$ cat config.mk
export PLATFORM = sky130hd
export DESIGN_NAME = uart_tx_packet_flat
export DESIGN_NICKNAME = d
export VERILOG_FILES = /design/src/rtl/uart_tx_packet_if.sv /design/src/rtl/uart_tx_packet.sv /design/src/flat_wrapper.sv
export SDC_FILE = /design/constraint.sdc
export NUM_CORES = 1
export LEC_CHECK = 0
export BUFFER_PORTS_ARGS = -buffer_cell sky130_fd_sc_hd__buf_2
export CELL_PAD_IN_SITES_DETAIL_PLACEMENT = 1
export CELL_PAD_IN_SITES_GLOBAL_PLACEMENT = 2
export CORE_ASPECT_RATIO = 0.9
export CORE_MARGIN = 5
export CORE_UTILIZATION = 36
export CTS_BUF_LIST = sky130_fd_sc_hd__clkbuf_8 sky130_fd_sc_hd__clkbuf_16
export CTS_CLUSTER_SIZE = 12
export DETAILED_ROUTE_END_ITERATION = 6
export GPL_TIMING_DRIVEN = 0
export PLACE_DENSITY = 0.85
export SLEW_MARGIN = 20
export SYNTH_ARGS = -nofsm -noshare
export SYNTH_HDL_FRONTEND = slang
export SYNTH_SLANG_ARGS = --single-unit
$ cat constraint.sdc
create_clock -name clk -period 2.4 [get_ports clk]
set_clock_uncertainty 0.1 [all_clocks]
set_input_delay 0.36 -clock clk [delete_from_list [all_inputs] [get_ports clk]]
set_output_delay 0.36 -clock clk [all_outputs]
set_load 0.02 [all_outputs]
$ cat src/rtl/uart_tx_packet_if.sv
// uart_tx_packet_if: request/mux bundle between frame assembler and transmitter.
// master drives rq, data; slave drives sel, busy, done.
interface uart_tx_packet_if #(
    parameter int NBYTES    = 8,
    parameter int DATA_BITS = 8
);
    localparam int SEL_W = (NBYTES > 1) ? $clog2(NBYTES) : 1;

    logic                 rq;
    logic [DATA_BITS-1:0] data;
    logic [SEL_W-1:0]     sel;
    logic                 busy;
    logic                 done;

    modport master (
        output rq,
        output data,
        input  sel,
        input  busy,
        input  done
    );

    modport slave (
        input  rq,
        input  data,
        output sel,
        output busy,
        output done
    );
endinterface

$ cat src/rtl/uart_tx_packet.sv
// uart_tx_packet: RS-485 packet transmitter, NBYTES bytes read through sel/data.
// Ports: clk, reset (sync, high), bus (rq/data/sel/busy/done), tx, dir_tx, dir_rx.
module uart_tx_packet #(
    parameter int NBYTES    = 8,
    parameter int DATA_BITS = 8,
    parameter int MSB_FIRST = 0,
    parameter int PARITY    = 0,
    parameter int STOP_BITS = 1,
    parameter int BAUD_DIV  = 1,
    parameter int DIR_GAP   = 15
) (
    input  logic            clk,
    input  logic            reset,
    uart_tx_packet_if.slave bus,
    output logic            tx,
    output logic            dir_tx,
    output logic            dir_rx
);
    localparam int SEL_W = (NBYTES > 1) ? $clog2(NBYTES) : 1;
    localparam int PAR_N = (PARITY != 0) ? 1 : 0;
    localparam int FB    = 1 + DATA_BITS + PAR_N + STOP_BITS;
    localparam int BIT_W = $clog2(FB);
    localparam int CNT_W = $clog2(2 * DIR_GAP);

    localparam logic [CNT_W-1:0] GAP_A     = CNT_W'(DIR_GAP - 1);
    localparam logic [CNT_W-1:0] GAP_B     = CNT_W'(2 * DIR_GAP - 1);
    localparam logic [BIT_W-1:0] LAST_BIT  = BIT_W'(FB - 1);
    localparam logic [15:0]      BAUD_LAST = 16'(BAUD_DIV - 1);
    localparam logic [SEL_W-1:0] LAST_SEL  = SEL_W'(NBYTES - 1);

    if (PARITY < 0 || PARITY > 2) begin : g_bad_parity
        $error("uart_tx_packet: PARITY must be 0, 1 or 2");
    end
    if (STOP_BITS < 1 || STOP_BITS > 2) begin : g_bad_stop
        $error("uart_tx_packet: STOP_BITS must be 1 or 2");
    end
    if (DATA_BITS < 5 || DATA_BITS > 8) begin : g_bad_bits
        $error("uart_tx_packet: DATA_BITS must be 5..8");
    end
    if (NBYTES < 1 || NBYTES > 256) begin : g_bad_nbytes
        $error("uart_tx_packet: NBYTES must be 1..256");
    end
    if (BAUD_DIV < 1 || BAUD_DIV > 65535) begin : g_bad_baud
        $error("uart_tx_packet: BAUD_DIV must be 1..65535");
    end
    if (DIR_GAP < 1) begin : g_bad_gap
        $error("uart_tx_packet: DIR_GAP must be at least 1");
    end

    typedef enum logic [2:0] {
        S_IDLE,
        S_LEAD,
        S_FRAME,
        S_LAG,
        S_REARM
    } state_t;

    state_t               r_state, w_state;
    logic                 r_rq_meta, r_rq_s;
    logic [CNT_W-1:0]     r_cnt, w_cnt;
    logic [15:0]          r_baud, w_baud;
    logic [BIT_W-1:0]     r_bit, w_bit;
    logic [BIT_W-1:0]     w_bit_inc;
    logic [SEL_W-1:0]     r_sel, w_sel;
    logic [DATA_BITS-1:0] r_hold, w_hold;
    logic                 r_tx, w_tx;
    logic                 r_dir_tx, w_dir_tx;
    logic                 r_dir_rx, w_dir_rx;
    logic                 r_busy, w_busy;
    logic                 r_done, w_done;

    // Line level for bit slot b of the current byte.
    function automatic logic bit_value(
        input logic [BIT_W-1:0]     b,
        input logic [DATA_BITS-1:0] d
    );
        logic v;
        v = 1'b1;
        if (b == '0) v = 1'b0;
        for (int i = 0; i < DATA_BITS; i++) begin
            if (b == BIT_W'(i + 1))
                v = (MSB_FIRST != 0) ? d[DATA_BITS-1-i] : d[i];
        end
        if (PARITY != 0 && b == BIT_W'(DATA_BITS + 1))
            v = (^d) ^ (PARITY == 2);
        return v;
    endfunction

    assign w_bit_inc = r_bit + 1'b1;

    always_comb begin
        w_state  = r_state;
        w_cnt    = r_cnt;
        w_baud   = r_baud;
        w_bit    = r_bit;
        w_sel    = r_sel;
        w_hold   = r_hold;
        w_tx     = r_tx;
        w_dir_tx = r_dir_tx;
        w_dir_rx = r_dir_rx;
        w_busy   = r_busy;
        w_done   = 1'b0;
        unique case (r_state)
            S_IDLE: begin
                if (r_rq_s) begin
                    w_state  = S_LEAD;
                    w_dir_rx = 1'b1;
                    w_busy   = 1'b1;
                    w_cnt    = '0;
                end
            end
            S_LEAD: begin
                w_cnt = r_cnt + 1'b1;
                if (r_cnt == GAP_A) w_dir_tx = 1'b1;
                if (r_cnt == GAP_B) begin
                    w_state = S_FRAME;
                    w_cnt   = '0;
                    w_hold  = bus.data;
                    w_tx    = 1'b0;
                    w_bit   = '0;
                    w_baud  = '0;
                    w_sel   = '0;
                end
            end
            S_FRAME: begin
                if (r_baud != BAUD_LAST) begin
                    w_baud = r_baud + 16'd1;
                end else begin
                    w_baud = '0;
                    if (r_bit != LAST_BIT) begin
                        w_bit = w_bit_inc;
                        w_tx  = bit_value(w_bit_inc, r_hold);
                        // Advance the mux early so it settles before the next start bit.
                        if (w_bit_inc == LAST_BIT)
                            w_sel = (r_sel == LAST_SEL) ? '0 : r_sel + 1'b1;
                    end else if (r_sel == '0) begin
                        // sel already wrapped: that was the final byte.
                        w_state = S_LAG;
                        w_cnt   = '0;
                        w_tx    = 1'b1;
                    end else begin
                        w_bit  = '0;
                        w_tx   = 1'b0;
                        w_hold = bus.data;
                    end
                end
            end
            S_LAG: begin
                w_cnt = r_cnt + 1'b1;
                if (r_cnt == GAP_A) w_dir_tx = 1'b0;
                if (r_cnt == GAP_B) begin
                    w_state  = S_REARM;
                    w_cnt    = '0;
                    w_dir_rx = 1'b0;
                    w_busy   = 1'b0;
                    w_done   = 1'b1;
                end
            end
            S_REARM: begin
                if (!r_rq_s) w_state = S_IDLE;
            end
            default: w_state = S_IDLE;
        endcase
    end

    always_ff @(posedge clk) begin
        if (reset) begin
            r_state   <= S_IDLE;
            r_rq_meta <= 1'b0;
            r_rq_s    <= 1'b0;
            r_cnt     <= '0;
            r_baud    <= '0;
            r_bit     <= '0;
            r_sel     <= '0;
            r_hold    <= '0;
            r_tx      <= 1'b1;
            r_dir_tx  <= 1'b0;
            r_dir_rx  <= 1'b0;
            r_busy    <= 1'b0;
            r_done    <= 1'b0;
        end else begin
            r_rq_meta <= bus.rq;
            r_rq_s    <= r_rq_meta;
            r_state   <= w_state;
            r_cnt     <= w_cnt;
            r_baud    <= w_baud;
            r_bit     <= w_bit;
            r_sel     <= w_sel;
            r_hold    <= w_hold;
            r_tx      <= w_tx;
            r_dir_tx  <= w_dir_tx;
            r_dir_rx  <= w_dir_rx;
            r_busy    <= w_busy;
            r_done    <= w_done;
        end
    end

    assign tx       = r_tx;
    assign dir_tx   = r_dir_tx;
    assign dir_rx   = r_dir_rx;
    assign bus.sel  = r_sel;
    assign bus.busy = r_busy;
    assign bus.done = r_done;
endmodule

$ cat src/flat_wrapper.sv
// flat-port wrapper written by rule: the top's interface ports become plain ports
module uart_tx_packet_flat 
#(
    parameter int NBYTES    = 8,
    parameter int DATA_BITS = 8,
    parameter int MSB_FIRST = 0,
    parameter int PARITY    = 0,
    parameter int STOP_BITS = 1,
    parameter int BAUD_DIV  = 1,
    parameter int DIR_GAP   = 15
)
  (clk, reset, tx, dir_tx, dir_rx, bus_rq, bus_data, bus_sel, bus_busy, bus_done);
  uart_tx_packet_if #(.NBYTES(NBYTES), .DATA_BITS(DATA_BITS)) bus_i ();
  input  logic clk;
  input  logic reset;
  output logic tx;
  output logic dir_tx;
  output logic dir_rx;
  input wire logic [$bits(bus_i.rq)-1:0] bus_rq;
  input wire logic [$bits(bus_i.data)-1:0] bus_data;
  output wire logic [$bits(bus_i.sel)-1:0] bus_sel;
  output wire logic [$bits(bus_i.busy)-1:0] bus_busy;
  output wire logic [$bits(bus_i.done)-1:0] bus_done;
  assign bus_i.rq = bus_rq;
  assign bus_i.data = bus_data;
  assign bus_sel = bus_i.sel;
  assign bus_busy = bus_i.busy;
  assign bus_done = bus_i.done;
  uart_tx_packet #(.NBYTES(NBYTES), .DATA_BITS(DATA_BITS), .MSB_FIRST(MSB_FIRST), .PARITY(PARITY), .STOP_BITS(STOP_BITS), .BAUD_DIV(BAUD_DIV), .DIR_GAP(DIR_GAP)) u_core (.clk(clk), .reset(reset), .bus(bus_i), .tx(tx), .dir_tx(dir_tx), .dir_rx(dir_rx));
endmodule
Word-level counts from Yosys, hierarchy flattened
Cells that the tools add are included.
{ "op_classes": {"n_bitwise": 1, "reduce_logical": 19, "mux": 53, "addsub": 4, "eq_ne": 30} }
{ "op_table": {"columns": ["cell", "n"], "rows": [
  ["$mux W3", 12],
  ["$mux W16", 2],
  ["$mux W8", 4],
  ["$pmux W16 S2", 1],
  ["$mux W5", 5],
  ["$mux W1", 17],
  ["$add A16 B1 Y16 const B", 1],
  ["$eq A4 B3 Y1 const B", 4],
  ["$mux W4", 4],
  ["$ne A2 B1 Y1 const B", 8],
  ["$pmux W8 S2", 1],
  ["$reduce_bool A16 Y1", 1],
  ["$pmux W3 S5", 1],
  ["$pmux W5 S3", 1],
  ["$reduce_and A5 Y1", 3],
  ["$reduce_and A3 Y1", 3],
  ["$eq A4 B2 Y1 const B", 2],
  ["$eq A4 B4 Y1 const B", 2],
  ["$ne A2 B2 Y1 const B", 4],
  ["$pmux W4 S2", 1],
  ["$reduce_and A7 Y1", 1],
  ["$eq A3 B2 Y1 const B", 2],
  ["$eq A3 B3 Y1 const B", 2],
  ["$logic_not A3 Y1", 2],
  ["18 further kinds", 23]
]} }
{ "word_totals": {"register_bits": 45, "out_inout_bits": 8, "word_cells": 119, "inputBits": 11} }

Logic depth before layout (Yosys ltp)
Gate-level depths: netlist of the first run.
{ "depth": {"ltp_word": 14, "ltp_mapped": 9, "mapped_depth_nobuf": 7} }

Worst setup path after synthesis of the first run
OpenSTA, ideal clock, no wires.
{ "synth_timing": {"kind": "reg2reg", "from": "register u_core.r_cnt[0]", "to": "register u_core.r_hold[0]", "path_stages_with_launch": 7, "arrival_time_ps": 1860, "required_ps": 2172, "period_less_slack_ps": 2088, "slack_ps": 312, "cell_sequence": "dfxtp_1 > ha_1 > nand4_2 > o31a_4 > a211oi_4 > mux2i_1 > nor2_1"} }
{ "synth_between": {"elab_chain_cells": 3} }
{ "synth_lines": {"columns": ["element", "line", "rtl"], "rows": [
  ["start: declaration", "uart_tx_packet.sv:60", "logic [CNT_W-1:0] r_cnt, w_cnt;"],
  ["start signal: assignment", "uart_tx_packet.sv:185", "r_cnt <= w_cnt;"],
  ["$eq A5 B5 Y1", "uart_tx_packet.sv:115", "if (r_cnt == GAP_B) begin"],
  ["$ne A2 B1 Y1 (no source line)", null, null],
  ["$reduce_and A5 Y1 (no source line)", null, null],
  ["end signal: assignment", "uart_tx_packet.sv:189", "r_hold <= w_hold;"],
  ["end: declaration", "uart_tx_packet.sv:65", "logic [DATA_BITS-1:0] r_hold, w_hold;"]
]} }
No other way between the ends.
A chain may end at the register's enable or synchronous reset.

Final worst setup path of the first run
{ "layout_timing": {"from": "register u_core.r_cnt[0]", "to": "register u_core.r_bit[3]"} }
{ "layout_between": {"elab_chain_cells": 3} }
{ "layout_lines": {"columns": ["element", "line", "rtl"], "rows": [
  ["$eq A5 B5 Y1", "uart_tx_packet.sv:115", null],
  ["$ne A2 B1 Y1 (no source line)", null, null],
  ["$reduce_and A4 Y1 (no source line)", null, null],
  ["end signal: assignment", "uart_tx_packet.sv:187", "r_bit <= w_bit;"],
  ["end: declaration", "uart_tx_packet.sv:62", "logic [BIT_W-1:0] r_bit, w_bit;"]
]} }
No other way between the ends.

==> metrics.txt, run 1 <==
adder-cell share of the synthesized area 5.98%; total power 1.35 mW; port buffer count 18; post-synthesis mux area share 3.99%; Routed wire per std cell 15.8 µm; largest family of logic cells by synthesized area simple AND/OR/NAND/NOR gates; post-synth cell types 52; Hold Path Class in -> reg; crit-path cells ha_1 -> nand4_2 -> o31ai_4 -> o21ai_1 -> o31ai_1 -> a21oi_1; xor-xnor portion of the synthesized cell area 1.74%; CP top delay family compound AO/OA/AOI/OAI gates; die area 8750 µm²; max incr delay on CP 0.43 ns; largest net degree at the start of global routing 13; DRT Pass-1 Iters 4; Critical Path Fanout Max 8; first-pass GRT wire length 10900 µm; Leakage 0.962 nW; total wire length 6540 µm; Area growth syn-to-layout 13.5%; layout cells sized above 1 13.6%; Die H 89.2 µm; worst skew pair latency 0.30 ns; post-layout utilization of the core 42.6%; met3 wire length 169 µm; Worst-path clk slew 0.08 ns; Total GRT Usage 15.4%; post-synthesis sequential area ratio 35.9%; grt total ovfl 0; core area 6690 µm²; run status finished, final reports clean; DRT iter0 DRCs 99; PwrDens 475 nW/µm²; top-area cell type share of the netlist area 35.9%; period utilisation layout 92.4%; Synth area leader dfxtp_1; maxcap violations 0; final setup fails 0; DP HPWL 4710 µm; number of synthesized register bits 45; Worst-Margin Slew 0.553 ns; DR top layer met4; Initial Utilization 37.5%; WHS 0.166 ns; CTS tree yes; CTS Root Cell clkbuf_8; vias per cell 5.59; antenna-violating nets left 0; Synth warnings 0; initial antenna violation count 0; Critical Path Sink Type flip-flop; top-count cell post-synth dfxtp_1; worst-case vdd ir drop 0.215 mV; DR WL met2 2960 µm; crit path buf inv count 0; ys async rst share 0%; DRC viols 0; mapped cell area 2510 µm²; metal1 wirelength 3330 µm; GP Congestion 0.791; Max Clk Rate 0.451 GHz; Die W 98.0 µm; Worst Path Required 2.47 ns; synth top area cells dfxtp_1 (36%), ha_1 (6.0%), a311oi_1 (5.9%); Worst path slowest cell dfxtp_1; Fin Setup TNS 0 ns; Synth Area in Simple Gates 23.6%; RSZ-0062 raised after global routing false; CTS HTree Levels 2; fin. max-slew vios 0; Max Buffers Root-to-Sink 2; vias in the first global route 2237; crit path launch type flip-flop; Top Ports 19; post-layout net count 346; syn nets 320; Synth top cells by count dfxtp_1 (45), nand2_1 (30), nor2_1 (24), a21oi_1 (21), a311oi_1 (17); Syn Area/Cell 8.46 µm²; Num CTS Buffers 5; Post-synth EDFFs 0; final hold vios 0; n_diodes 0; max_slew headroom 63.1%; Synth Area in Compound Gates 22.7%; WP data arrival 2.29 ns; Rows 28; Gate Count Post-Synth 297; CTS Sinks 45; final worst path period need 2.22 ns; via count 2310; dominant synthesized flop cell dfxtp_1; crit path kind reg -> reg
## logic make-up (layout without fill, tap and decap cells)
kind of cell	Yosys count	count (layout)
mux	10	10
simple gates	115	115
xor+xnor	5	5
fa+ha+maj	12	12
flops	45	45
buf+inv	31	57
compound gates	79	79
## metal layers
metal,GRT usage [%],up-vias
li1,-,1151
met1,20.1,1130
met2,25.9,22
met3,2.73,7
met4,5.28,0
met5,0,-
## area by class of cell
class	instances	area (µm²)
inverters	12	45.0
clock inverters	1	3.75
plain buffers	19	110
clock buffers	6	82.6
repair buffers	19	110
fillers	828	3840
flip-flops and latches	45	902
multi-input cells	221	1480
well taps	90	113
## power breakdown
part | internal (mW) | total, mW | switching, mW
Clock | 0.225 | 0.484 | 0.259
Combinational | 0.0402 | 0.105 | 0.0647
Sequential | 0.755 | 0.763 | 0.00797
Total | 1.02 | 1.35 | 0.332
## repair_timing
item,in CTS,in global routing
setup endpoints to repair,15,20
pin swaps,1,1
hold buffers,0,0
resized for setup,2,8
setup buffers,1,0
endpoints found under the hold margin,0,0
## stage by stage
stage | cell area, µm² | worst slack [ns] | std cells
after floorplan | 2510 | 0.312 | 297
after global placement | 2710 | -0.132 | 405
after detailed placement | 2710 | -0.112 | 405
after CTS | 2830 | -0.0135 | 413
after global routing | 2850 | 0.00409 | 413
final | 2850 | 0.183 | 413
## sequential cells by signal (all words and copies together), names as in the netlist, 3 cells and up
name / count
u_core.r_bit: 4
u_core.r_cnt: 5
u_core.r_baud: 16
u_core.r_hold: 8
u_core.bus.sel: 3
u_core.r_state: 3
## cells in the final DEF (no fill, tap or decap), types with 10 or more instances in the layout
cell | Yosys | layout
a21oi_1 | 21 | 20
ha_1 | 12 | 12
nand2_1 | 30 | 30
clkbuf_1 | 10 | 10
nor2_1 | 24 | 23
mux2i_1 | 10 | 10
a311oi_1 | 17 | 17
dfxtp_1 | 45 | 44
inv_1 | 12 | 13
buf_2 | 2 | 19
## worst paths after layout
kind	cells after the start	end	from	slack [ns]
max	6	u_core.r_bit[3]$_SDFFE_PP0P_	u_core.r_cnt[0]$_SDFFE_PP0P_	0.18
min	2	u_core.r_rq_meta$_SDFF_PP0_	bus_rq	0.17
max reg2reg	6	u_core.r_bit[3]$_SDFFE_PP0P_	u_core.r_cnt[0]$_SDFFE_PP0P_	0.18
min reg2reg	1	u_core.r_rq_s$_SDFF_PP0_	u_core.r_rq_meta$_SDFF_PP0_	0.36
Power figures use the tool's default switching activity.
==> inputs of run 2 (changes only) <==
--- a/config.mk
+++ b/config.mk
@@ -15,7 +15,7 @@
 export CTS_CLUSTER_SIZE = 12
 export DETAILED_ROUTE_END_ITERATION = 6
 export GPL_TIMING_DRIVEN = 0
-export PLACE_DENSITY = 0.85
+export PLACE_DENSITY = 0.78
 export SLEW_MARGIN = 20
 export SYNTH_ARGS = -nofsm -noshare
 export SYNTH_HDL_FRONTEND = slang
==> run 2 against run 1 <==
Compared with the run above:
- critical path depth increased by 1
- sequential cell count unchanged
- clock-buffer cell count decreased by 1
- design area increased by 0.79%
- utilization increased by 0.34 points
- via count decreased by 1.1%
- largest cell class unchanged
- critical endpoint is now u_core.r_hold[6]$_SDFFE_PP0P_
- highest routed layer unchanged
- first-iteration DRC count increased by 12%
- worst setup slack got worse by 0.00066 ns
- routed wire length increased by 2.6%
==> metrics.txt, run 2 (same netlist as run 1, synthesis figures left out) <==
run status finished, final reports clean; HP Start bus_rq; DRC viols 0; worst hold path depth 2; CTS Sinks 45; Worst-path clk slew 0.09 ns; grt total ovfl 0; WP data arrival 2.30 ns; WHS 0.164 ns; Critical Path Sink Type flip-flop; via count 2284; CTS HTree Levels 2; Area growth syn-to-layout 14.3%; DRT Pass-1 Iters 4; switching share of power 25.4%; Rows 28; period utilisation layout 92.4%; Critical R2R Launch u_core.r_cnt[0]$_SDFFE_PP0P_; Routed wire per std cell 16.1 µm; maxcap violations 0; final worst path period need 2.22 ns; worst-case vdd ir drop 0.292 mV; first-pass GRT wire length 11500 µm; final setup fails 0; DP HPWL 4770 µm; Die W 98.0 µm; largest registers u_core.r_baud x16, u_core.r_hold x8, u_core.r_cnt x5; crit path kind reg -> reg; vias per cell 5.49; RSZ-0062 raised after global routing false; Die H 89.2 µm; register share of total power 57.4%; Hold Path Class in -> reg; layout cells sized above 1 15.0%; Total GRT Usage 16.3%; vias in the first global route 2314; worst skew pair latency 0.30 ns; Num CTS Buffers 5; fin. max-slew vios 0; Comb power frac 7.9%; antenna-violating nets left 0; Leakage 0.978 nW; CTS tree yes; reg2reg path depth 7; Max Buffers Root-to-Sink 2; CTS Root Cell clkbuf_8; Hold Path Sink u_core.r_rq_meta$_SDFF_PP0_; post-layout net count 348; max_slew headroom 62.9%; Top Ports 19; Max Clk Rate 0.451 GHz; Worst Path Required 2.48 ns; clock share of power 34.8%; Psw 0.337 mW; die area 8750 µm²; PwrDens 463 nW/µm²; Worst-Margin Slew 0.556 ns; Register Area 902 µm²; Initial Utilization 37.5%; multi-input logic area 1490 µm²; Fin Setup TNS 0 ns; commonest non-fill, non-tap cell in the layout dfxtp_1; GP Congestion 0.770; Power Internal 0.993 mW; n_diodes 0; Fill cells 819; post-layout utilization of the core 42.9%; largest net degree at the start of global routing 14; crit path launch type flip-flop; Hold-fix buffers, CTS 0; DRT iter0 DRCs 111; core area 6690 µm²; max FFs per register 16; initial antenna violation count 0; port buffer count 18; Reg with most FFs u_core.r_baud; total wire length 6710 µm; final hold vios 0; Critical Path Fanout Max 8; setup slack, reg-to-reg 0.18 ns; worst reg2reg path endpoint u_core.r_hold[6]$_SDFFE_PP0P_; commonest non-fill, non-tap cells in the layout dfxtp_1 (44), nand2_1 (30), nor2_1 (23), a21oi_1 (20), buf_2 (19)
## run 2: worst max-delay path by stage
stage                                              from                             end  slack [ns]
after floorplan            u_core.r_cnt[0]$_SDFFE_PP0P_   u_core.r_hold[0]$_SDFFE_PP0P_        0.31
after global placement     u_core.r_cnt[0]$_SDFFE_PP0P_    u_core.r_bit[3]$_SDFFE_PP0P_       -0.16
after CTS                 u_core.r_baud[0]$_SDFFE_PP0P_  u_core.r_baud[13]$_SDFFE_PP0P_       0.006
after detailed placement   u_core.r_cnt[0]$_SDFFE_PP0P_    u_core.r_bit[3]$_SDFFE_PP0P_       -0.13
final                      u_core.r_cnt[0]$_SDFFE_PP0P_   u_core.r_hold[6]$_SDFFE_PP0P_        0.18
after global routing       u_core.r_cnt[0]$_SDFFE_PP0P_   u_core.r_hold[6]$_SDFFE_PP0P_        0.02
## run 2: power groups by stage
| stage | Clock (mW) | Combinational [mW] | Sequential, mW |
|---|---|---|---|
| final | 0.463 | 0.105 | 0.763 |
| after global routing | 0.522 | 0.119 | 0.766 |
| after CTS | 0.487 | 0.107 | 0.764 |
| after detailed placement | 0 | 0.104 | 0.781 |
| after global placement | 0 | 0.103 | 0.781 |
| after floorplan | 0 | 0.0719 | 0.780 |
## run 2: per-stage QoR
stage | cells | cell area [µm²] | total power [mW] | setup WS, ns
after floorplan | 297 | 2510 | 0.852 | 0.312
after global placement | 405 | 2710 | 0.884 | -0.156
after detailed placement | 405 | 2710 | 0.886 | -0.132
after CTS | 414 | 2830 | 1.36 | 0.00608
after global routing | 416 | 2870 | 1.41 | 0.0184
final | 416 | 2870 | 1.33 | 0.183
## run 2: timing repair
action | in CTS | in global routing
cloned | 0 | 0
pin swaps | 1 | 2
endpoints found under the setup margin | 14 | 32
hold endpoints to repair | 0 | 0
setup buffers | 1 | 2
resized for setup | 3 | 11
## run 2: per-layer routing
| layer | GRT usage [%] | share of wire, % | up-vias |
|---|---|---|---|
| met4 | 5.66 | 1.4 | 0 |
| met2 | 26.4 | 43 | 36 |
| met3 | 2.96 | 3.4 | 7 |
| li1 | - | - | 1146 |
| met5 | 0 | 0 | - |
| met1 | 22.0 | 52 | 1095 |
## run 2: area by class of cell
class / instances / share of cell area (%)
Multi-Input combinational cell: 221 / 51.9
Sequential cell: 45 / 31.4
Clock inverter: 3 / 0.479
Inverter: 12 / 1.57
Clock buffer: 5 / 2.40
Buffer: 19 / 3.97
Timing Repair Buffer: 21 / 4.36
Tap cell: 90 / 3.92
## run 2: critical path: stages, from the launching register on
cell	delay, ns
dfxtp_1	0.44
ha_1	0.20
nand4_2	0.26
o31a_4	0.45
a211oi_4	0.20
buf_12	0.17
mux2i_1	0.19
nor2_1	0.06
